File: src/rtl/app_mult_err_monitor.sv
// -----------------------------------------------------------------------------
// app_mult_err_monitor
//
// Error-statistics monitor placed downstream of a registered approximate
// signed multiplier. It recomputes the exact product of the same operands and
// delays it through a two-stage pipeline. This pipeline mirrors the
// multiplier's en-gated registers, so the exact product lines up with the
// approximate `sum`. Over a window of 2^SAMPLES_LOG2 valid samples it
// accumulates the mismatch count, the saturating sum of |error| and the
// maximum |error|. The results are held for readout.
//
// Ports:
//   sys_clk     in   1               clock
//   sys_rst_n   in   1               asynchronous active-low reset
//   en          in   1               multiplier enable (same net)
//   start       in   1               pulse: clear statistics, start a window
//   A           in   WIDTH1          signed operand A
//   B           in   WIDTH2          signed operand B
//   sum         in   P               approximate product from the multiplier
//   busy        out  1               window in progress (RUN)
//   done        out  1               window complete, statistics frozen
//   sample_cnt  out  SAMPLES_LOG2+1  valid samples counted
//   err_cnt     out  SAMPLES_LOG2+1  samples with non-zero error
//   acc_err     out  ACC_W           saturating sum of |error|
//   max_err     out  P+1             largest |error|
// -----------------------------------------------------------------------------
module app_mult_err_monitor #(
    parameter int WIDTH1       = 8,
    parameter int WIDTH2       = 8,
    parameter int SAMPLES_LOG2 = 10,
    parameter int ACC_W        = 32
) (
    input  logic                       sys_clk,
    input  logic                       sys_rst_n,
    input  logic                       en,
    input  logic                       start,
    input  logic [WIDTH1-1:0]          A,
    input  logic [WIDTH2-1:0]          B,
    input  logic [WIDTH1+WIDTH2-1:0]   sum,
    output logic                       busy,
    output logic                       done,
    output logic [SAMPLES_LOG2:0]      sample_cnt,
    output logic [SAMPLES_LOG2:0]      err_cnt,
    output logic [ACC_W-1:0]           acc_err,
    output logic [WIDTH1+WIDTH2:0]     max_err
);

    localparam int P  = WIDTH1 + WIDTH2;
    localparam int E  = P + 1;
    localparam int CW = SAMPLES_LOG2 + 1;
    // Accumulator adder width: wide enough for either operand plus a carry.
    localparam int S  = ((ACC_W > E) ? ACC_W : E) + 1;

    localparam logic [ACC_W-1:0] ACC_MAX  = {ACC_W{1'b1}};
    localparam logic [CW-1:0]    LAST_IDX = {1'b0, {SAMPLES_LOG2{1'b1}}};

    typedef enum logic [1:0] {
        IDLE,
        RUN,
        DONE
    } state_e;

    state_e         state_q, state_d;
    logic [P-1:0]   x1_q, x1_d;
    logic [P-1:0]   x2_q, x2_d;
    logic           v1_q, v1_d;
    logic           v2_q, v2_d;
    logic [CW-1:0]  sample_q, sample_d;
    logic [CW-1:0]  err_cnt_q, err_cnt_d;
    logic [ACC_W-1:0] acc_q, acc_d;
    logic [E-1:0]   max_q, max_d;

    logic [P-1:0]   a_ext;
    logic [P-1:0]   b_ext;
    logic [P-1:0]   exact;
    logic [E-1:0]   diff;
    logic [E-1:0]   abs_err;
    logic           err_nz;
    logic [S-1:0]   acc_sum;
    logic [ACC_W-1:0] acc_sat;

    // Exact product and alignment pipeline. Sign-extending both operands to
    // P bits makes the truncated unsigned product equal the signed product,
    // because the result always fits in P bits.
    // NOTE: every variable assigned in always_comb gets a value on every path,
    // here by straight-line assignment, otherwise a latch is inferred.
    always_comb begin
        a_ext = {{WIDTH2{A[WIDTH1-1]}}, A};
        b_ext = {{WIDTH1{B[WIDTH2-1]}}, B};
        exact = a_ext * b_ext;
        x1_d  = en ? exact : '0;
        v1_d  = en;
        x2_d  = en ? x1_q : '0;
        v2_d  = en & v1_q;
    end

    // Error magnitude. The E-bit difference cannot overflow, and its
    // magnitude stays below 2^(E-1), so the negation is exact.
    always_comb begin
        diff    = {x2_q[P-1], x2_q} - {sum[P-1], sum};
        abs_err = diff[E-1] ? (~diff + E'(1)) : diff;
        err_nz  = |abs_err;
        acc_sum = S'(acc_q) + S'(abs_err);
        acc_sat = (acc_sum > S'(ACC_MAX)) ? ACC_MAX : acc_sum[ACC_W-1:0];
    end

    // Window control and statistics update.
    always_comb begin
        state_d   = state_q;
        sample_d  = sample_q;
        err_cnt_d = err_cnt_q;
        acc_d     = acc_q;
        max_d     = max_q;
        case (state_q)
            IDLE, DONE: begin
                // A sample valid in this same cycle is dropped: the clear wins.
                if (start) begin
                    state_d   = RUN;
                    sample_d  = '0;
                    err_cnt_d = '0;
                    acc_d     = '0;
                    max_d     = '0;
                end
            end
            RUN: begin
                if (v2_q) begin
                    sample_d  = sample_q + CW'(1);
                    err_cnt_d = err_cnt_q + CW'(err_nz);
                    acc_d     = acc_sat;
                    max_d     = (abs_err > max_q) ? abs_err : max_q;
                    if (sample_q == LAST_IDX) begin
                        state_d = DONE;
                    end
                end
            end
            default: state_d = IDLE;
        endcase
    end

    // NOTE: sequential state uses non-blocking assignments so all flops
    // update together from the values before the clock edge.
    always_ff @(posedge sys_clk or negedge sys_rst_n) begin
        if (!sys_rst_n) begin
            state_q   <= IDLE;
            x1_q      <= '0;
            x2_q      <= '0;
            v1_q      <= 1'b0;
            v2_q      <= 1'b0;
            sample_q  <= '0;
            err_cnt_q <= '0;
            acc_q     <= '0;
            max_q     <= '0;
        end else begin
            state_q   <= state_d;
            x1_q      <= x1_d;
            x2_q      <= x2_d;
            v1_q      <= v1_d;
            v2_q      <= v2_d;
            sample_q  <= sample_d;
            err_cnt_q <= err_cnt_d;
            acc_q     <= acc_d;
            max_q     <= max_d;
        end
    end

    assign busy       = (state_q == RUN);
    assign done       = (state_q == DONE);
    assign sample_cnt = sample_q;
    assign err_cnt    = err_cnt_q;
    assign acc_err    = acc_q;
    assign max_err    = max_q;

endmodule

File: config.mk
export PLATFORM = sky130hd
export DESIGN_NAME = app_mult_err_monitor
export DESIGN_NICKNAME = d
export VERILOG_FILES = /design/src/rtl/app_mult_err_monitor.sv
export SDC_FILE = /design/constraint.sdc
export NUM_CORES = 1
export LEC_CHECK = 0
export BUFFER_PORTS_ARGS = -buffer_cell sky130_fd_sc_hd__buf_2
export CAP_MARGIN = 10
export CORE_MARGIN = 2
export CORE_UTILIZATION = 45
export CTS_CLUSTER_DIAMETER = 150
export CTS_CLUSTER_SIZE = 12
export DETAILED_ROUTE_END_ITERATION = 8
export PLACE_DENSITY = 0.66
export SLEW_MARGIN = 20
export SYNTH_ARGS = -nofsm -noshare
export SYNTH_HDL_FRONTEND = slang
export SYNTH_SLANG_ARGS = --single-unit
export TNS_END_PERCENT = 30
File: constraint.sdc
create_clock -name sys_clk -period 4.6 [get_ports sys_clk]
set_input_delay 0.69 -clock sys_clk [delete_from_list [all_inputs] [get_ports sys_clk]]
set_output_delay 0.69 -clock sys_clk [all_outputs]
set_load 0.03 [all_outputs]
==> Word-level counts from Yosys, hierarchy flattened <==
Cells that the tools add are included.
W data, S select, Z words.
{ "word_totals": {"in_bits": 36, "wordCells": 53, "out_inout_bits": 73, "register_bits": 107} }
{ "classes": {"reduce_logical": 7, "add_sub_neg": 5, "n_mux": 20, "eq_ne": 7, "bitwise_logic": 2, "mul": 1, "order_cmp": 2} }
{ "ops": {"columns": ["op", "n"], "rows": [
  ["$mux W32", 3],
  ["$mux W17", 4],
  ["$pmux W32 S2", 1],
  ["$pmux W11 S2", 2],
  ["$pmux W17 S2", 1],
  ["$add A32 B17 Y33", 1],
  ["$gt A33 B32 Y1 const B", 1],
  ["$mux W11", 3],
  ["$mux W16", 2],
  ["$add A17 B1 Y17 const B", 1],
  ["$gt A17 B17 Y1", 1],
  ["$not A17 Y17", 1],
  ["$reduce_or A17 Y1", 1],
  ["$sub A16 B16 Y17", 1],
  ["$mul A8 B8 Y16", 1],
  ["$add A11 B1 Y11", 1],
  ["$add A11 B1 Y11 const B", 1],
  ["$eq A11 B10 Y1 const B", 1],
  ["$mux W2", 3],
  ["$ne A2 B1 Y1 const B", 3],
  ["$reduce_and A3 Y1", 2],
  ["$pmux W2 S2", 1],
  ["$reduce_and A4 Y1", 1],
  ["$eq A2 B1 Y1 const B", 1],
  ["6 further kinds", 6]
]} }

==> Logic depth before layout (Yosys ltp) <==
{ "depth": {"depth_word": 9, "ltp_mapped": 23, "depth_no_buf": 20} }

==> Least setup slack after synthesis <==
OpenSTA, ideal clock, no wires.
{ "synth_path": {"path_type": "input to register", "start": "input B[6]", "end": "register x1_q[15]", "setup_time_ns": 0.120, "n_path_buf": 1, "arrival_time_ns": 4.811, "required_ns": 4.480, "path_stages": 16, "slack_ns": -0.331, "path_cell_list": "clkbuf_1 nand2_1 fa_1 fa_1 inv_1 fa_1 fa_1 ha_1 inv_1 o21bai_1 a21oi_1 o21bai_1 a211o_1 a2111oi_0 o21ai_0 and3b_1"} }
{ "synth_via": {"elab_chain_cells": 2} }
{ "synth_rtl": {"columns": ["element", "line_no", "text"], "rows": [
  ["start: declaration", "38", "input logic [WIDTH2-1:0] B,"],
  ["$mul A8 B8 Y16", "90", "exact = a_ext * b_ext;"],
  ["$mux W16", "91", "x1_d = en ? exact : '0;"],
  ["via x1_d[15]", "64", "logic [P-1:0] x1_q, x1_d;"],
  ["end signal: assignment", "145", "x1_q <= '0;"],
  ["end signal: assignment", "155", "x1_q <= x1_d;"],
  ["end: declaration", "64", null]
]} }
The timed path passes the listed nets, and every way through them passes these cells.
A chain may end at the register's enable or synchronous reset.

==> Final worst setup path <==
{ "layout_path": {"start": "input sum[0]", "end": "register acc_q[27] (netlist: acc_err[27])"} }
{ "layout_via": {"elab_chain_cells": 9} }
{ "layout_rtl": {"columns": ["element", "line_no", "text"], "rows": [
  ["start: declaration", "39", "input logic [WIDTH1+WIDTH2-1:0] sum,"],
  ["$sub A16 B16 Y17 (*)", "100", "diff = {x2_q[P-1], x2_q} - {sum[P-1], sum};"],
  ["$not A17 Y17", "101", "abs_err = diff[E-1] ? (~diff + E'(1)) : diff;"],
  ["$add A17 B1 Y17", "101", null],
  ["$mux W17 (*)", "101", null],
  ["$add A32 B17 Y33 (*)", "103", "acc_sum = S'(acc_q) + S'(abs_err);"],
  ["$gt A33 B32 Y1", "104", "acc_sat = (acc_sum > S'(ACC_MAX)) ? ACC_MAX : acc_sum[ACC_W-1:0];"],
  ["$mux W32 (*)", "104", null],
  ["$mux W32 (*)", "126", "if (v2_q) begin"],
  ["$pmux W32 S2 (*)", "114", "case (state_q)"],
  ["end signal: assignment", "151", "acc_q <= '0;"],
  ["end signal: assignment", "161", "acc_q <= acc_d;"],
  ["end: declaration", "70", "logic [ACC_W-1:0] acc_q, acc_d;"]
]} }
Mark *: on every way between the ends. The rest lies on a longest branch, timed or not. The select of a mux whose other input is x is not followed.

==> flow_summary.json <==
{
  "syn_inst": 1057,
  "die_x_um": 150,
  "syn_to_final_growth_pct": 32.2,
  "crit_buf_inv": 2,
  "cp.depth": 21,
  "criticalPathCategory": "input port to register",
  "syn-num-nets": 1236,
  "end_kind": "register",
  "power.density_mw_per_mm2": 746,
  "crit_chain": "buf_2 > ha_4 > fa_2 > nand2b_4 > a21o_1 > a311o_4 > nor4_4 > and4bb_4 > buf_4 > a21oi_2 > xnor2_2 > ha_2 > a21o_1 > a21oi_1 > o21bai_1 > a21o_1 > a31oi_4 > a21bo_2 > and2_4 > and4_1 > nor3_2",
  "synth_top_area_share_pct": 27.8,
  "crit_slowest_cell": "fa_2",
  "netlist_area_sq_mm": 0.00962,
  "rr_worst_depth": 21,
  "max_freq_mhz": 218,
  "cts_buffers": 9,
  "dpl.hpwl_mm": 19.4,
  "start_util_pct": 45.7,
  "reg2reg_from": "x2_q[0]",
  "postRouteAntennaNets": 0,
  "grt_max_degree": 46,
  "fin_skew_ns": 0.0156,
  "syn_avg_cell_area_sq_um": 9.10,
  "ir_worst_vdd_v": 0.000350,
  "worst_slew_pin_slew_ns": 0.915,
  "synth_top_area_cell": "dfrtp_1",
  "via_per_inst": 5.23,
  "fin_nets": 1529,
  "cts_tree": "built",
  "synth_edf_count": 0,
  "setup_violations": 0,
  "wl_per_cell_um": 15.2,
  "die_area_sq_mm": 0.0226,
  "drv_cap": 0,
  "stdcell_count": 1631,
  "dp_cells": 1601,
  "fin_crit_ns": 4.58,
  "rsz0062_at_grt": "true",
  "slew_headroom_pct": 38.8,
  "insertion_delay_ns": 0.37,
  "cts_hold_buf": 0,
  "ctsHtreeMaxLevel": 3,
  "ys_seq_area_share_pct": 27.8,
  "gp_congestion": 0.913,
  "max-clock-path-buffers": 2,
  "slowest_delay_ns": 0.39,
  "cp_top_family": "compound AO/OA/AOI/OAI gates",
  "track_usage_pct": 22.1,
  "crit_start": "sum[0]",
  "synthFlopType": "dfrtp_1",
  "clk_pin_slew_worst_paths_ns": 0.09,
  "drtPass1Iterations": 5,
  "synth-seq-cells": 107,
  "rrSetupSlack_ns": 0.05,
  "crit_arrival_ns": 4.87,
  "cts_root_buf": "clkbuf_16",
  "coreArea_sq_mm": 0.0210,
  "hold_viol": 0,
  "status": "completed",
  "clock_sinks": 107,
  "cp-start-kind": "input port",
  "cp_common_cell": "a21o_1",
  "layout-drive-gt1-share_pct": 30.9,
  "cp_data_required_time_ns": 4.89,
  "wl_mm": 24.8,
  "overflow": 0,
  "drcViolationCount": 0,
  "leakagePower_uw": 0.00642,
  "placed_cell_area_sq_mm": 0.0120,
  "fin_crit_sh_pct": 99.6,
  "fillCellCount": 1828,
  "yosysWarnings": 0,
  "num_rows": 53,
  "timing.critical_path.to": "acc_err[27]",
  "io_buffer_count": 108,
  "fin_util_pct": 60.5,
  "dr_total_vias": 8522,
  "hp-class": "input port to asynchronous set/reset pin",
  "fp.dieH_um": 150,
  "synth_area_leaders": "dfrtp_1 28%, fa_1 12%, ha_1 11%",
  "antenna_found_initial": 1,
  "grt_pass1_vias": 8387,
  "ios": 109,
  "grt_pass1_wl_mm": 40.3,
  "drv_slew": 0,
  "design_area_sq_mm": 0.0127,
  "synthArstFlopShare_pct": 100,
  "timing.rr.end": "acc_err[27]",
  "initialDrtViolationCount": 416,
  "setup_tns_ns": 0,
  "synth_cell_type_count": 70,
  "worst-path-max-fanout": 5
}
## how the worst min path moves through the flow
stage | startpoint | slack, ns | to
3_3_place_gp | v1_q | 0.44 | v2_q
6_report | sys_rst_n | 0.26 | acc_err[7]
4_1_cts | sys_rst_n | 0.28 | acc_err[0]
5_1_grt | sys_rst_n | 0.28 | acc_err[24]
2_1_floorplan | sys_rst_n | 0.39 | acc_err[0]
3_5_place_dp | x1_q[4] | 0.44 | x2_q[4]
## final cells by class
| class | count | area [sq um] | area share (%) |
|---|---|---|---|
| well taps | 275 | 344 | 2.71 |
| clock inverters | 7 | 103 | 0.807 |
| diodes | 1 | 2.50 | 0.0197 |
| inverters | 120 | 450 | 3.54 |
| multi-input cells | 806 | 6870 | 54.0 |
| clock buffers | 9 | 225 | 1.77 |
| repair buffers | 306 | 2040 | 16.1 |
| flip-flops and latches | 107 | 2680 | 21.1 |
## metal layers
layer / track usage, % / routed length (um)
met1: 29.8 / 11300
met2: 37.5 / 12200
met3: 3.12 / 1000
met4: 5.24 / 354
met5: 0 / 0
## per-stage QoR
stage	total power (uW)	hold WS, ns	worst slack [ns]
4_1_cts	8970	0.277	0.0313
5_1_grt	10300	0.285	-0.226
2_1_floorplan	5710	0.394	-0.0518
6_report	9480	0.261	0.0197
3_3_place_gp	7930	0.438	-0.340
3_5_place_dp	8050	0.440	-0.419
## cells by family (layout without fill, tap and decap cells)
family                   count (synthesis)  count (layout)  share of synthesized area [%]
AND/OR/NAND/NOR                        337             337                           18.6
AO/OA/AOI/OAI                          238             238                           16.4
buffers and inverters                  144             442                           5.82
adder cells (fa/ha/maj)                143             143                           23.1
flip-flops                             107             107                           27.8
XOR/XNOR                                66              66                           6.01
multiplexers                            22              22                           2.34
other                                    0               1                              0
## placed cells by master (no fill, tap or decap), types with 5 or more instances in the layout
master,synthesis,routed
a31oi_1,18,14
fa_1,57,56
xnor2_2,0,5
xnor2_1,43,37
a21oi_1,75,65
nand4_1,12,12
o21a_1,14,12
inv_1,120,119
and3_1,16,15
buf_4,2,196
nor3_1,16,12
dfrtp_1,107,107
nand2_1,93,93
nand3_1,20,19
nand2b_1,16,15
o21bai_1,7,7
nor2b_1,10,8
ha_4,0,6
a21o_1,20,20
mux2i_1,18,15
ha_1,86,77
clkbuf_16,0,9
and2_1,72,70
or3_1,9,9
buf_2,3,107
xor2_1,23,22
o21ai_1,4,11
a21oi_2,1,11
o21ai_0,40,29
nor2_1,48,44
## repair_timing
action,CTS,global route
pin swaps,1,30
setup endpoints to repair,1,53
setup buffers,0,14
gates resized for setup,1,71
## sequential cells by signal, indices dropped and copies added, names as in the netlist
signal      flops
x1_q           16
sample_cnt     11
v1_q            1
state_q         2
max_err        17
x2_q           16
acc_err        32
err_cnt        11
v2_q            1
## power breakdown
part,switching [uW],total (uW),leakage (uW),internal [uW]
Combinational,3690,7140,0.00488,3450
Clock,445,854,0.000160,409
Sequential,250,1490,0.00138,1240
## synthesized netlist by cell type (14+ instances only)
master	count
and3_1	16
and2_1	72
nand2_1	93
nand3_1	20
dfrtp_1	107
xnor2_1	43
a31oi_1	18
a21oi_1	75
nand2b_1	16
inv_1	120
mux2i_1	18
a21o_1	20
nor3_1	16
ha_1	86
xor2_1	23
fa_1	57
clkbuf_1	16
o21ai_0	40
o21a_1	14
nor2_1	48
Note: power is estimated with default switching activity, not from simulation.
